`src/rtl/midi_pkg.sv`:
```
// -----------------------------------------------------------------------------
// midi_pkg
// Shared definitions for the MIDI UART transmitter:
//   - tx_state_e         : serializer FSM states (IDLE, START, DATA, STOP)
//   - STATUS_BASE etc.   : boundaries of the MIDI byte classes
//   - is_channel_status  : 0x80-0xEF, the bytes subject to running status
//   - is_sys_common      : 0xF0-0xF7, the bytes that cancel running status
// -----------------------------------------------------------------------------
package midi_pkg;

    typedef enum logic [1:0] {
        IDLE  = 2'd0,
        START = 2'd1,
        DATA  = 2'd2,
        STOP  = 2'd3
    } tx_state_e;

    localparam logic [7:0] STATUS_BASE   = 8'h80;  // first channel status byte
    localparam logic [7:0] SYSCOM_BASE   = 8'hF0;  // first system common byte
    localparam logic [7:0] REALTIME_BASE = 8'hF8;  // first system real-time byte

    function automatic logic is_channel_status(input logic [7:0] b);
        return (b >= STATUS_BASE) && (b < SYSCOM_BASE);
    endfunction

    function automatic logic is_sys_common(input logic [7:0] b);
        return (b >= SYSCOM_BASE) && (b < REALTIME_BASE);
    endfunction

endpackage

```
`src/rtl/midi_byte_fifo.sv`:
```
// -----------------------------------------------------------------------------
// midi_byte_fifo
// Synchronous first-word-fall-through byte FIFO with an occupancy output.
//   reg_clk   : clock
//   reset_reg : synchronous active-high reset (pointers and level to 0)
//   push      : write wdata this edge (ignored when full)
//   wdata     : byte to store
//   pop       : discard the head byte this edge (ignored when empty)
//   rdata     : current head byte, valid whenever level != 0
//   level     : number of bytes held, 0..DEPTH
// DEPTH must be a power of two so the pointers wrap by natural overflow.
// -----------------------------------------------------------------------------
module midi_byte_fifo #(
    parameter int DEPTH = 16,
    localparam int AW   = $clog2(DEPTH),
    localparam int LW   = AW + 1
) (
    input  logic          reg_clk,
    input  logic          reset_reg,
    input  logic          push,
    input  logic [7:0]    wdata,
    input  logic          pop,
    output logic [7:0]    rdata,
    output logic [LW-1:0] level
);

    logic [7:0]    mem [DEPTH];
    logic [AW-1:0] wr_ptr;
    logic [AW-1:0] rd_ptr;
    logic          do_push;
    logic          do_pop;

    assign do_push = push && (level != LW'(DEPTH));
    assign do_pop  = pop  && (level != '0);
    assign rdata   = mem[rd_ptr];

    // NOTE: sequential state is written with non-blocking assignments so every
    // register samples its inputs from before the edge, whatever the block order.
    always_ff @(posedge reg_clk) begin
        if (reset_reg) begin
            wr_ptr <= '0;
            rd_ptr <= '0;
            level  <= '0;
        end else begin
            if (do_push) wr_ptr <= wr_ptr + AW'(1);
            if (do_pop)  rd_ptr <= rd_ptr + AW'(1);
            case ({do_push, do_pop})
                2'b10:   level <= level + LW'(1);
                2'b01:   level <= level - LW'(1);
                default: level <= level;  // idle, or push and pop together
            endcase
        end
    end

    // NOTE: the storage array has no reset; a slot is only ever read after it
    // has been written, and leaving it out keeps it mappable to plain RAM.
    always_ff @(posedge reg_clk) begin
        if (do_push) mem[wr_ptr] <= wdata;
    end

endmodule

```
`src/rtl/midi_uart_tx.sv`:
```
// -----------------------------------------------------------------------------
// midi_uart_tx
// MIDI byte transmitter: FIFO, running-status filter and 8N1 serializer.
//   reg_clk    : single clock, CLK_HZ
//   reset_reg  : synchronous active-high reset, aborts any frame
//   tx_data    : byte offered for transmission
//   tx_valid   : tx_data valid; accepted when tx_ready is also 1
//   tx_ready   : FIFO has room
//   midi_txd   : registered serial line, idle high, LSB first
//   busy       : frame on the line or bytes waiting in the FIFO
//   fifo_level : bytes held in the FIFO
// Every bit lasts DIV = CLK_HZ/BAUD cycles. midi_txd is registered from the
// FSM state, so the line trails the state by exactly one cycle.
// -----------------------------------------------------------------------------
module midi_uart_tx
    import midi_pkg::*;
#(
    parameter int CLK_HZ     = 50000000,
    parameter int BAUD       = 31250,
    parameter int FIFO_DEPTH = 16,
    parameter int RUN_STATUS = 1
) (
    input  logic                          reg_clk,
    input  logic                          reset_reg,
    input  logic [7:0]                    tx_data,
    input  logic                          tx_valid,
    output logic                          tx_ready,
    output logic                          midi_txd,
    output logic                          busy,
    output logic [$clog2(FIFO_DEPTH):0]   fifo_level
);

    localparam int  DIV   = CLK_HZ / BAUD;
    localparam int  CW    = (DIV > 1) ? $clog2(DIV) : 1;
    localparam int  LW    = $clog2(FIFO_DEPTH) + 1;
    localparam bit  RS_EN = (RUN_STATUS != 0);

    tx_state_e     state;
    tx_state_e     state_next;
    logic [7:0]    fifo_head;
    logic          fifo_push;
    logic          fifo_pop;
    logic          fifo_nonempty;
    logic          load;          // head byte is popped and starts a frame
    logic          head_dup;      // head byte is a redundant running status
    logic          bit_tick;
    logic [CW-1:0] baud_cnt;
    logic [2:0]    bit_idx;
    logic [7:0]    shreg;
    logic [7:0]    last_status;
    logic          status_valid;
    logic          line_active;   // state was non-IDLE last cycle

    assign tx_ready      = (fifo_level < LW'(FIFO_DEPTH));
    assign fifo_push     = tx_valid && tx_ready && !reset_reg;
    assign fifo_nonempty = (fifo_level != '0);
    assign bit_tick      = (baud_cnt == CW'(DIV - 1));
    assign head_dup      = RS_EN && status_valid && is_channel_status(fifo_head)
                           && (fifo_head == last_status);

    // line_active stretches busy over the cycle by which midi_txd lags the
    // state, so busy falls exactly when the stop bit ends on the line.
    assign busy = line_active || (state != IDLE) || fifo_nonempty;

    midi_byte_fifo #(
        .DEPTH (FIFO_DEPTH)
    ) u_fifo (
        .reg_clk   (reg_clk),
        .reset_reg (reset_reg),
        .push      (fifo_push),
        .wdata     (tx_data),
        .pop       (fifo_pop),
        .rdata     (fifo_head),
        .level     (fifo_level)
    );

    always_ff @(posedge reg_clk) begin
        if (reset_reg) state <= IDLE;
        else           state <= state_next;
    end

    // A redundant status byte is popped without loading; the byte behind it
    // is then considered from IDLE on the following cycle.
    // NOTE: every output of this block gets a default before the case, so no
    // path leaves a signal unassigned and no latch is inferred.
    always_comb begin
        state_next = state;
        fifo_pop   = 1'b0;
        load       = 1'b0;
        case (state)
            IDLE: begin
                if (fifo_nonempty) begin
                    fifo_pop = 1'b1;
                    if (!head_dup) begin
                        load       = 1'b1;
                        state_next = START;
                    end
                end
            end
            START: begin
                if (bit_tick) state_next = DATA;
            end
            DATA: begin
                if (bit_tick && (bit_idx == 3'd7)) state_next = STOP;
            end
            STOP: begin
                if (bit_tick) begin
                    state_next = IDLE;
                    if (fifo_nonempty) begin
                        fifo_pop = 1'b1;
                        if (!head_dup) begin
                            load       = 1'b1;
                            state_next = START;
                        end
                    end
                end
            end
            default: state_next = IDLE;
        endcase
    end

    always_ff @(posedge reg_clk) begin
        if (reset_reg) begin
            baud_cnt     <= '0;
            bit_idx      <= '0;
            shreg        <= '0;
            last_status  <= '0;
            status_valid <= 1'b0;
            midi_txd     <= 1'b1;
            line_active  <= 1'b0;
        end else begin
            line_active <= (state != IDLE);

            if (load || (state == IDLE) || bit_tick) baud_cnt <= '0;
            else                                     baud_cnt <= baud_cnt + CW'(1);

            if (load)                          bit_idx <= '0;
            else if ((state == DATA) && bit_tick) bit_idx <= bit_idx + 3'd1;

            // Running status tracks what actually goes on the line.
            if (load) begin
                shreg <= fifo_head;
                if (is_channel_status(fifo_head)) begin
                    last_status  <= fifo_head;
                    status_valid <= 1'b1;
                end else if (is_sys_common(fifo_head)) begin
                    status_valid <= 1'b0;
                end
            end

            case (state)
                START:   midi_txd <= 1'b0;
                DATA:    midi_txd <= shreg[bit_idx];
                default: midi_txd <= 1'b1;
            endcase
        end
    end

endmodule

```
`config.mk`:
```
export PLATFORM = sky130hd
export DESIGN_NAME = midi_uart_tx
export DESIGN_NICKNAME = d
export VERILOG_FILES = /design/src/rtl/midi_pkg.sv /design/src/rtl/midi_byte_fifo.sv /design/src/rtl/midi_uart_tx.sv
export SDC_FILE = /design/constraint.sdc
export NUM_CORES = 1
export LEC_CHECK = 0
export ABC_AREA = 1
export BUFFER_PORTS_ARGS = -buffer_cell sky130_fd_sc_hd__buf_2
export CORE_MARGIN = 10
export CORE_UTILIZATION = 50
export CTS_CLUSTER_DIAMETER = 120
export DETAILED_ROUTE_END_ITERATION = 7
export PLACE_DENSITY = 0.66
export SLEW_MARGIN = 20
export SYNTH_ARGS = -nofsm -noshare
export SYNTH_HDL_FRONTEND = slang
export SYNTH_HIERARCHICAL = 1
export SYNTH_SLANG_ARGS = --single-unit
```
`constraint.sdc`:
```
create_clock -name reg_clk -period 4 [get_ports reg_clk]
set_clock_uncertainty 0.2 [all_clocks]
set_input_delay 0.2 -clock reg_clk [delete_from_list [all_inputs] [get_ports reg_clk]]
set_output_delay 0.2 -clock reg_clk [all_outputs]
set_load 0.01 [all_outputs]
```
=== Word level (Yosys, flattened, before mapping) ===
Memories as Yosys holds them, arrays and structs flattened. A register that Yosys moved wholly into a read port is not among the register bits.
Cells that the tools add are included.

* $add $sub $neg: 6
* Order comparisons: 6
* Eq/ne operators: 14
* Multiplexer cells: 25
* Reductions and logical operators: 25

{| class="wikitable"
|+ Operators with widths
! kind !! number
|-
| $ge A8 B8 Y1 const B || 2
|-
| $lt A8 B8 Y1 const B || 2
|-
| $mux W1 || 12
|-
| $add A11 B1 Y11 const B || 1
|-
| $eq A11 B11 Y1 const B || 1
|-
| $logic_and A1 B1 Y1 || 10
|-
| $mux W2 || 5
|-
| $ne A2 B2 Y1 const B || 5
|-
| $pmux W5 S2 || 1
|-
| $add A4 B1 Y4 const B || 2
|-
| $eq A8 B8 Y1 || 1
|-
| $mux W4 || 2
|-
| $pmux W2 S4 || 1
|-
| $eq A2 B2 Y1 const B || 3
|-
| $pmux W1 S2 || 3
|-
| $reduce_bool A2 Y1 || 3
|-
| $add A5 B1 Y5 const B || 1
|-
| $lt A5 B5 Y1 const B || 1
|-
| $ne A5 B5 Y1 const B || 1
|-
| $reduce_and A5 Y1 || 1
|-
| $reduce_bool A5 Y1 || 1
|-
| $sub A5 B1 Y5 const B || 1
|-
| $eq A2 B1 Y1 const B || 2
|-
| $logic_or A1 B1 Y1 || 4
|-
| 8 further kinds || 10
|}

* Register bits after elaboration: 48
* Bits in writable memories: 128
* Bits of input ports: 11
* Logic and storage cells: 88
* Memories kept: 1

{| class="wikitable"
|+ Memory list
! name !! depth !! bits a word !! read ports !! clocked after memory_dff !! wr ports !! line !! text
|-
| u_fifo.mem || 16 || 8 || 1 || 1 || 1 || midi_byte_fifo.sv:27 || <nowiki>logic [7:0] mem [DEPTH];</nowiki>
|}

=== Longest topological paths before layout ===
Gate-level depths: netlist (run 1).

* Depth after elaboration: 11
* Gate-level depth with buffers: 19
* Gate-level depth less buffers: 18

=== Cells and area by module ===
Netlist (run 1), hierarchy kept.

{| class="wikitable"
|+ Modules (own cells, without submodules)
! module !! times used !! cells each !! area an instance (um2) !! sequential area each (um2)
|-
| midi_byte_fifo || 1 || 476 || 6093.3 || 4184.0
|-
| midi_uart_tx || 1 || 284 || 1906.8 || 700.7
|}

=== Worst setup path after synthesis (run 1) ===
Ideal clock, no wire load.

* Path type: register to register
* Start: reg state[0]
* End: reg u_fifo.level[4]
* Setup time: 0.109 ns
* Arrival: 2.197 ns
* Required time: 3.691 ns
* Slack: 1.494 ns
* Cell stages (with the launch flop): 18
* Buffers on the path: 0
* Period minus slack after synthesis: 2.506 ns
* Cells stage by stage: dfxtp_1 > inv_1 > ha_1 > inv_1 > nand2_1 > a21oi_4 > nand2_4 > inv_4 > ha_1 > xor2_1 > ha_1 > inv_1 > nand2_2 > nand2_1 > nand3_1 > nand3_1 > nand2_1 > inv_1

* Longest elaborated chain between the ends: 5

{| class="wikitable"
|+ Ends and longest elaborated chain
! item !! line !! text
|-
| start, declared || midi_uart_tx.sv:38 || <nowiki>tx_state_e state;</nowiki>
|-
| start signal, assigned || midi_uart_tx.sv:79 || <nowiki>else state <= state_next;</nowiki>
|-
| $eq A2 B2 Y1 / $logic_not A2 Y1 (equally long branches) || midi_uart_tx.sv:90 || <nowiki>case (state)</nowiki>
|-
| $pmux W1 S2 * || midi_uart_tx.sv:90 ||
|-
| named net fifo_pop || midi_uart_tx.sv:42 || <nowiki>logic fifo_pop;</nowiki>
|-
| $logic_and A1 B1 Y1 * || midi_byte_fifo.sv:34 || <nowiki>assign do_pop = pop && (level != '0);</nowiki>
|-
| named net u_fifo.do_pop || midi_byte_fifo.sv:31 || <nowiki>logic do_pop;</nowiki>
|-
| $eq A2 B1 Y1 / $eq A2 B2 Y1 (equally long branches) || midi_byte_fifo.sv:47 || <nowiki>case ({do_push, do_pop})</nowiki>
|-
| $pmux W5 S2 / $reduce_bool A2 Y1 (equally long branches) || - ||
|-
| end signal, assigned || midi_byte_fifo.sv:48 || <nowiki>2'b10: level <= level + LW'(1);</nowiki>
|-
| end signal, assigned || midi_byte_fifo.sv:49 || <nowiki>2'b01: level <= level - LW'(1);</nowiki>
|-
| end signal, assigned || midi_byte_fifo.sv:50 || <nowiki>default: level <= level;</nowiki>
|-
| end, declared || midi_byte_fifo.sv:24 || <nowiki>output logic [LW-1:0] level</nowiki>
|}

The timed path passes the listed nets; every way through them passes the cells marked *.
A chain may end at the register's enable or synchronous reset.

==> results.json, run 1 <==
{
  "yosys.area_share.simple_pct": 15.0,
  "fillers": 1329,
  "hp-start": "reset_reg",
  "period_minus_slack_ns": 3.11,
  "postRouteAntennaNets": 0,
  "grt_pass1_vias": 5185,
  "placed_cells": 973,
  "synth_warnings": 6,
  "wl_met3_microns": 1000,
  "critPathSlowestCell": "dfxtp_4",
  "min_path_type": "in -> reg",
  "cp_top_family": "simple AND/OR/NAND/NOR gates",
  "die_w_microns": 146,
  "mostFrequentLayoutCell": "edfxtp_1",
  "dp_slack_ns": 0.959,
  "synth.mux.area_fraction_pct": 4.00,
  "rows": 46,
  "ys_seq_area_share_pct": 61.1,
  "htreeDepth": 4,
  "whs_ns": 0.0124,
  "synth_xor_area_share_pct": 1.20,
  "synthTopCellsByArea": "edfxtp_1 (48%), dfxtp_1 (13%), nand2_1 (4.5%)",
  "synth_compound_area_share_pct": 10.0,
  "num-nets-final": 809,
  "fin_crit_sh_pct": 77.7,
  "dr_wl_met2_microns": 7940,
  "finalSetupTns_ns": 0,
  "wire_per_inst_microns": 16.5,
  "setup_violations": 0,
  "peakVddDrop_v": 0.000322,
  "crit_buf_inv": 2,
  "max-cap-violations": 0,
  "place_congestion": 0.896,
  "post-route-util_pct": 56.4,
  "wl_met1_microns": 7390,
  "antenna_found_initial": 0,
  "routed.top_layer": "met4",
  "grt_use_total_pct": 15.6,
  "syn-cell-area_sq_um": 8000,
  "crit_type": "reg -> reg",
  "clock-root-buffer": "clkbuf_16",
  "wl_microns": 16600,
  "ys_ff_latch": 180,
  "worst_path_most_repeated_cell": "nand2_1",
  "syn_to_final_growth_pct": 11.1,
  "drtPass1Iterations": 5,
  "power_density_nw_per_um2": 644,
  "crit_required_ns": 4.16,
  "cp-start-kind": "flop",
  "synth_top_family_by_area": "simple AND/OR/NAND/NOR gates",
  "clk_latency_ns": 0.43,
  "drc_errors": 0,
  "synthDistinctLibCells": 40,
  "cts_tree": "done",
  "worstMarginPinSlew_ns": 0.877,
  "syn_inst": 760,
  "synth_ff_type": "edfxtp_1",
  "start_util_pct": 50.7,
  "die_y_microns": 146,
  "path_clk_slew_ns": 0.07,
  "io_buffer_count": 18,
  "final_cells": 1010,
  "synth_nets": 787,
  "hold_violations": 0,
  "fin_ws_ns": 0.892,
  "grt_max_degree": 49,
  "end_kind": "flop",
  "numCtsBuffers": 17,
  "core_area_sq_um": 15800,
  "antenna_cells": 0,
  "clockBufferDepth": 2,
  "drive_gt1_share_pct": 9.95,
  "synth_top_cell_area_share_pct": 48.0,
  "drt_iter0_drc": 621,
  "yosys.area_share.adder_pct": 2.50,
  "timing.fmax_mhz": 322,
  "ioPinCount": 19,
  "dieArea_sq_um": 21500,
  "outcome": "finished clean",
  "synth_top_area_cell": "edfxtp_1",
  "cts_post_setup_buffers_inserted": 0,
  "avgSynthCellArea_sq_um": 10.5,
  "slew_viol_final": 0,
  "relSlewSlack_pct": 41.3,
  "clock_sinks": 180,
  "cp_cell_sequence": "buf_4, mux2i_1, o211ai_1, nand3_1, nand2_1, nand4_1, nand2_1, inv_1, nand3_1, nand3_2, nand2_1, nand2_1, nor2_1",
  "path_max_fanout": 48,
  "p_leak_nw": 3.28,
  "gr-total-overflow": 0,
  "critPathArrivalTime_ns": 3.27,
  "synth_edf_count": 128,
  "synthArstFlopShare_pct": 0,
  "max_stage_delay_ns": 0.71,
  "dp_hpwl_microns": 11200,
  "grt_pass1_wl_microns": 26900,
  "vias_per_cell": 5.36,
  "num_vias": 5415,
  "final_cell_mix": "edfxtp_1 (128), nand2_1 (95), inv_1 (89)",
  "rsz0062_at_grt": "false"
}
through the flow:
stage	cell area (sq um)	total power, W
after global placement	8280	0.00410
after floorplan	8000	0.00370
after detailed placement	8280	0.00417
final	8890	0.00572
after global routing	8890	0.00610
after CTS	8890	0.00574
what timing repair did:
item,in CTS,in global routing
hold buffers,6,0
hold endpoints to repair,89,0
resized for setup,0,0
setup endpoints to repair,0,0
metal layers:
layer  up-vias  global-route usage [%]
li1       2652                       -
met1      2557                    20.7
met2       179                    24.7
met3        27                    3.43
met4         0                    5.41
met5         -                       0
cell usage after synthesis, types with 2 or more instances:
cell and instances:
nor2_1 88, dfxtp_1 52, clkbuf_1 15, buf_6 3
ha_1 16, nand2_4 2, a21boi_0 2, nor3b_1 8
o21ai_0 50, nand3_2 4, or2_2 4, inv_1 89
nor3_1 9, nand3_1 36, o211ai_1 33, a21oi_1 42
buf_2 6, mux2i_1 32, nand2_1 95, edfxtp_1 128
nor2_2 4, nor4_1 2, nand2_2 4, a211oi_1 3
nand4_1 7, inv_2 3, xor2_1 10
final cells by class:
class | instances | area [sq um] | share of cell area, %
Clock inverter | 13 | 123 | 1.38
Tap cell | 216 | 270 | 3.04
Timing Repair Buffer | 30 | 208 | 2.34
Inverter | 93 | 352 | 3.96
Clock buffer | 18 | 429 | 4.83
Sequential cell | 180 | 4890 | 55.0
Multi-Input combinational cell | 460 | 2620 | 29.5
where the power goes:
part	total [W]	switching (W)	leakage, nW	internal (W)
clock	0.00157	0.000703	0.271	0.000866
combinational	0.00183	0.00118	1.43	0.000641
sequential	0.00233	0.000175	1.58	0.00215
logic make-up (layout without fill, tap and decap cells):
kind of cell | count (synthesis) | count (layout)
muxes | 32 | 32
and+or+nand+nor | 265 | 265
adders and majority gates | 16 | 16
xor gates and xnor gates | 11 | 11
AOI/OAI and AO/OA | 136 | 136
DFF | 180 | 180
buffers and inverters | 120 | 154
path summary, 6_finish.rpt:
check                                  endpoint  slack, ns  depth (start not counted)
worst max-delay path             last_status[4]       0.89                         13
worst min-delay path            u_fifo/level[0]       0.01                          2
worst max register to register   last_status[4]       0.89                         13
worst min register to register      baud_cnt[0]       0.26                          1
flip-flops by register name, summed over array words and instances (netlist names), named ones only:
register       count
baud_cnt          11
u_fifo/mem       128
line_active        1
last_status        8
midi_txd           1
u_fifo/rd_ptr      4
state              2
u_fifo/wr_ptr      4
status_valid       1
bit_idx            3
u_fifo/level       5
shreg              8
No activity file was read; power rests on OpenSTA's default activity.
==> run 2: changes to the inputs <==
--- a/config.mk
+++ b/config.mk
@@ -11,7 +11,7 @@
 export CORE_UTILIZATION = 50
 export CTS_CLUSTER_DIAMETER = 120
 export DETAILED_ROUTE_END_ITERATION = 7
-export PLACE_DENSITY = 0.66
+export PLACE_DENSITY = 0.69
 export SLEW_MARGIN = 20
 export SYNTH_ARGS = -nofsm -noshare
 export SYNTH_HDL_FRONTEND = slang
==> constraint.sdc (replaced) <==
create_clock -name reg_clk -period 2.7 [get_ports reg_clk]
set_clock_uncertainty 0.2 [all_clocks]
set_input_delay 0.135 -clock reg_clk [delete_from_list [all_inputs] [get_ports reg_clk]]
set_output_delay 0.135 -clock reg_clk [all_outputs]
set_load 0.01 [all_outputs]
==> results.json, run 2 (synthesis gave the netlist of run 1 again) <==
{
  "wire_per_inst_microns": 16.8,
  "cp_cell_sequence": "buf_6, clkbuf_16, mux2i_1, o211ai_1, nand3_1, nand2_2, inv_1, nand2_1, nand3_1, nor2_2, buf_4, nand4_1, nand3_1, nand2_1, a21oi_2",
  "dieArea_sq_um": 21500,
  "multi_input_area_sq_um": 2790,
  "drt_iter0_drc": 471,
  "io_buffer_count": 18,
  "seqCellArea_sq_um": 4890,
  "fillers": 1250,
  "period_minus_slack_ns": 2.78,
  "worst_path_most_repeated_cell": "nand3_1",
  "mostFrequentLayoutCell": "edfxtp_1",
  "largestRegisters": "u_fifo/mem x128, baud_cnt x11",
  "regMostFlops": "u_fifo/mem",
  "clock-root-buffer": "clkbuf_16",
  "hold_violations": 0,
  "max-cap-violations": 0,
  "path_max_fanout": 8,
  "p_leak_nw": 3.65,
  "drtPass1Iterations": 5,
  "grt_pass1_vias": 5511,
  "num-nets-final": 868,
  "rsz0062_at_grt": "true",
  "numCtsBuffers": 17,
  "r2r_setup_slack_ns": -0.08,
  "critPathSlowestCell": "dfxtp_4",
  "rows": 46,
  "die_w_microns": 146,
  "crit_required_ns": 2.86,
  "antenna_cells": 0,
  "end_kind": "flop",
  "hp-start": "tx_valid",
  "cp-start-kind": "flop",
  "power_density_nw_per_um2": 974,
  "peakVddDrop_v": 0.000630,
  "min_path_type": "in -> reg",
  "fin_crit_sh_pct": 103,
  "clockBufferDepth": 2,
  "core_area_sq_um": 15800,
  "hold_depth": 7,
  "timing.fmax_mhz": 360,
  "cts_tree": "done",
  "grt_pass1_wl_microns": 27400,
  "clock_sinks": 180,
  "reg2reg_to": "state[0]",
  "vias_per_cell": 5.41,
  "fin_ws_ns": -0.0764,
  "dp_slack_ns": -0.0286,
  "placed_cells": 1008,
  "largest_reg_flops": 128,
  "die_y_microns": 146,
  "syn_to_final_growth_pct": 21.1,
  "antenna_found_initial": 0,
  "grt_use_total_pct": 16.0,
  "slew_viol_final": 0,
  "grt_max_degree": 28,
  "path_clk_slew_ns": 0.07,
  "min_to": "u_fifo/wr_ptr[0]",
  "crit_type": "reg -> reg",
  "drive_gt1_share_pct": 20.3,
  "relSlewSlack_pct": 56.3,
  "place_congestion": 0.894,
  "num_vias": 5792,
  "max_stage_delay_ns": 0.40,
  "dp_hpwl_microns": 11500,
  "start_util_pct": 50.7,
  "drc_errors": 0,
  "clk_latency_ns": 0.43,
  "critPathArrivalTime_ns": 2.94,
  "postRouteAntennaNets": 0,
  "htreeDepth": 4,
  "reg2reg_depth": 15,
  "worstMarginPinSlew_ns": 0.654,
  "final_cell_mix": "edfxtp_1 (128), inv_1 (89), nor2_1 (85)",
  "violations": "negative setup slack",
  "gr-total-overflow": 0,
  "ioPinCount": 19,
  "wl_microns": 18000,
  "final_cells": 1070,
  "outcome": "finished, violations left",
  "setup_violations": 5,
  "finalSetupTns_ns": -0.124
}
[run 2: report_power, final]
part           internal (W)  switching, W
Clock               0.00131       0.00109
Sequential          0.00319      0.000177
Combinational       0.00157       0.00210
Total               0.00607       0.00337
[run 2: how the worst max path moves through the flow]
stage | startpoint | endpoint | slack (ns) | cells past startpoint
CTS | flop | shreg[2] | -0.01 | 15
global route | flop | shreg[7] | -0.27 | 15
finish | flop | state[0] | -0.08 | 15
global placement | state[0] | u_fifo/level[4] | 0.08 | 17
floorplan | state[0] | u_fifo/level[4] | 0.19 | 17
detailed placement | state[0] | u_fifo/level[4] | -0.03 | 16
[run 2: metrics by stage]
step	instance area, sq um	hold WS (ns)	util (%)	power (W)
finish	9690	0.131	61.4	0.00943
global route	9690	0.169	61.4	0.0100
CTS	9310	0.116	59.0	0.00888
detailed placement	8550	0.238	54.2	0.00635
global placement	8550	0.231	54.2	0.00623
floorplan	8000	0.00407	-	0.00549
[run 2: area by class of cell]
cell class | instances | share of cell area [%]
Inverter | 93 | 3.65
Sequential cell | 180 | 50.5
Clock inverter | 13 | 1.47
Clock buffer | 19 | 4.47
Tap cell | 216 | 2.79
Timing Repair Buffer | 89 | 8.38
Multi-Input combinational cell | 460 | 28.8
[run 2: what timing repair did]
| item | in CTS | in global routing |
|---|---|---|
| hold endpoints to repair | 145 | 0 |
| hold buffers | 10 | 0 |
| buffers inserted | 0 | 15 |
| setup endpoints to repair | 12 | 23 |
| cloned | 1 | 4 |
| pin swaps | 1 | 14 |
| gates resized for setup | 10 | 57 |
[run 2: worst max-delay path, delay by kind of cell, from the launching register on]
| kind | cells | cell delay (ns) |
|---|---|---|
| buffers and inverters | 4 | 0.46 |
| and+or+nand+nor | 8 | 1.10 |
| DFF | 1 | 0.40 |
| muxes | 1 | 0.13 |
| AOI/OAI and AO/OA | 2 | 0.40 |
[run 2: routing by layer]
layer / GRT usage [%] / part of all wire (%)
met5: 0 / 0
met4: 6.81 / 2.8
met3: 3.43 / 4.5
met2: 27.9 / 51
met1: 18.7 / 42
==> run 3: changes to the inputs <==
--- a/config.mk
+++ b/config.mk
@@ -5,7 +5,6 @@
 export SDC_FILE = /design/constraint.sdc
 export NUM_CORES = 1
 export LEC_CHECK = 0
-export ABC_AREA = 1
 export BUFFER_PORTS_ARGS = -buffer_cell sky130_fd_sc_hd__buf_2
 export CORE_MARGIN = 10
 export CORE_UTILIZATION = 50
==> results.json, run 3 <==
{
  "fillers": 1077,
  "relSlewSlack_pct": 42.1,
  "cp-start-kind": "flop",
  "synth_most_common_cell": "edfxtp_1",
  "num-nets-final": 667,
  "postRouteAntennaNets": 0,
  "grt_max_degree": 34,
  "htreeDepth": 4,
  "largest_reg_flops": 128,
  "grt_use_total_pct": 17.2,
  "grt_pass1_wl_microns": 26800,
  "met1_usage_pct": 21.7,
  "min_path_type": "in -> reg",
  "power_density_nw_per_um2": 897,
  "synthTopCellsByArea": "edfxtp_1 (50%), dfxtp_1 (14%), mux4_2 (10%)",
  "fin_crit_sh_pct": 120,
  "hold_violations": 0,
  "mostFrequentLayoutCell": "edfxtp_1",
  "cellInternalPower_w": 0.00594,
  "place_congestion": 0.832,
  "path_clk_slew_ns": 0.07,
  "ys_ff_latch": 180,
  "p_seq_share_pct": 38.5,
  "critPathArrivalTime_ns": 3.41,
  "power_frac_clock_pct": 27.8,
  "synth_ff_type": "edfxtp_1",
  "gr-total-overflow": 0,
  "p_comb_share_pct": 33.7,
  "whs_ns": 0.0247,
  "synthDistinctLibCells": 56,
  "dieArea_sq_um": 20600,
  "grt_use_met3_pct": 3.76,
  "synthArstFlopShare_pct": 0,
  "violations": "negative setup slack",
  "clock_sinks": 180,
  "clock-root-buffer": "clkbuf_16",
  "cts_tree": "done",
  "crit_type": "reg -> reg",
  "antenna_found_initial": 0,
  "synth_top_area_cell": "edfxtp_1",
  "finalSetupTns_ns": -11.15,
  "r2r_setup_slack_ns": -0.55,
  "syn_inst": 526,
  "drtPass1Iterations": 5,
  "vias_per_cell": 5.75,
  "worstMarginPinSlew_ns": 0.865,
  "slew_viol_final": 0,
  "die_w_microns": 144,
  "ys_seq_area_share_pct": 64.0,
  "synth_top_cell_area_share_pct": 50.4,
  "netSwitchingFraction_pct": 30.9,
  "syn-cell-area_sq_um": 7630,
  "syn_to_final_growth_pct": 25.6,
  "regMostFlops": "u_fifo/mem",
  "wire_per_inst_microns": 20.0,
  "timing.fmax_mhz": 308,
  "outcome": "finished, violations left",
  "period_minus_slack_ns": 3.25,
  "io_buffer_count": 18,
  "grt_util_met2_pct": 28.7,
  "dp_hpwl_microns": 10700,
  "setup_violations": 25,
  "peakVddDrop_v": 0.000556,
  "drc_errors": 0,
  "end_kind": "flop",
  "numCtsBuffers": 17,
  "crit_required_ns": 2.86,
  "drive_gt1_share_pct": 37.4,
  "synth_nets": 553,
  "multi_input_area_sq_um": 2820,
  "largestRegisters": "u_fifo/mem x128, baud_cnt x11",
  "num_vias": 4836,
  "max-cap-violations": 0,
  "power_w": 0.00859,
  "die_y_microns": 144,
  "synthTopCellsByCount": "edfxtp_1 (128), dfxtp_1 (52), nor2_1 (42)",
  "core_area_sq_um": 15100,
  "antenna_cells": 0,
  "switchingPower_w": 0.00265,
  "clockBufferDepth": 2,
  "seqCellArea_sq_um": 4900,
  "final_cell_mix": "edfxtp_1 (128), buf_4 (82), dfxtp_1 (46)",
  "grt_pass1_vias": 5000,
  "synth_edf_count": 128,
  "dp_slack_ns": -0.687,
  "rows": 45,
  "path_max_fanout": 7,
  "synth_warnings": 6,
  "wl_microns": 16800,
  "avgSynthCellArea_sq_um": 14.5,
  "fin_ws_ns": -0.548,
  "start_util_pct": 50.6,
  "clk_latency_ns": 0.43,
  "drt_iter0_drc": 388,
  "busiest_layer": "met2",
  "ioPinCount": 19,
  "rsz0062_at_grt": "true",
  "p_leak_nw": 3.39,
  "post-route-util_pct": 63.5
}
[run 3: cell count changes after synthesis, sizes merged, moves of 19 or more]
cell and change:
a21oi -30, nand3 -28, nor2 -51, inv -80, mux2i -19, nand2 -63
mux4 +34, o21ai -39, o211ai -29
[run 3: repair_timing]
item	4_1_cts	5_1_grt
hold buffers	8	0
setup buffers	21	3
endpoints found under the setup margin	26	25
endpoints found under the hold margin	128	0
gates resized for setup	38	23
gates cloned	2	1
pin swaps	23	12
[run 3: critical path, stage by stage, from the launching register on]
cell     delay (ns)
dfxtp_4        0.40
buf_12         0.13
buf_16         0.13
mux4_2         0.54
a22oi_2        0.21
nand2_2        0.11
xor2_1         0.20
or4_4          0.45
buf_6          0.14
nor3_4         0.26
buf_2          0.19
o21ai_0        0.08
a21oi_1        0.13
[run 3: cells by family (layout without fill, tap and decap cells)]
kind of cell / count (synthesis) / after routing / synth area share, %
DFF: 180 / 180 / 64.0
and+or+nand+nor: 151 / 151 / 10.1
AOI/OAI and AO/OA: 67 / 67 / 6.38
muxes: 48 / 48 / 11.9
buffers and inverters: 41 / 168 / 2.41
xor gates and xnor gates: 23 / 23 / 2.64
adders and majority gates: 16 / 16 / 2.62
[run 3: through the flow]
step	std cells	instance area (sq um)
detailed placement	775	8460
floorplan	526	7780
finish	841	9580
global route	841	9580
global placement	775	8450
CTS	837	9490
[run 3: cell type report]
cell class                      instances  area share (%)
Clock inverter                         14            1.48
Tap cell                              188            2.45
Multi-Input combinational cell        305            29.4
Clock buffer                           18            4.48
Sequential cell                       180            51.1
Inverter                               15           0.718
Timing Repair Buffer                  121            10.4
[run 3: worst paths after layout]
check,from,cells past startpoint,endpoint
setup / recovery,flop,12,shreg[7]
setup reg to reg,flop,12,shreg[7]
hold / removal,reset_reg,4,midi_txd
hold reg to reg,last_status[1],2,last_status[1]
[run 3: routing by layer]
metal,vias up,part of all wire (%)
li1,2230,-
met1,2443,42
met2,138,51
met3,25,4.8
met4,0,2.1
met5,-,0
[run 3: power groups by stage]
stage                     clock network [W]  registers, W  logic [W]
after floorplan                           0       0.00335    0.00155
after global placement                    0       0.00334    0.00227
after detailed placement                  0       0.00335    0.00233
after CTS                           0.00243       0.00330    0.00276
after global routing                0.00255       0.00333    0.00311
final                               0.00239       0.00331    0.00290
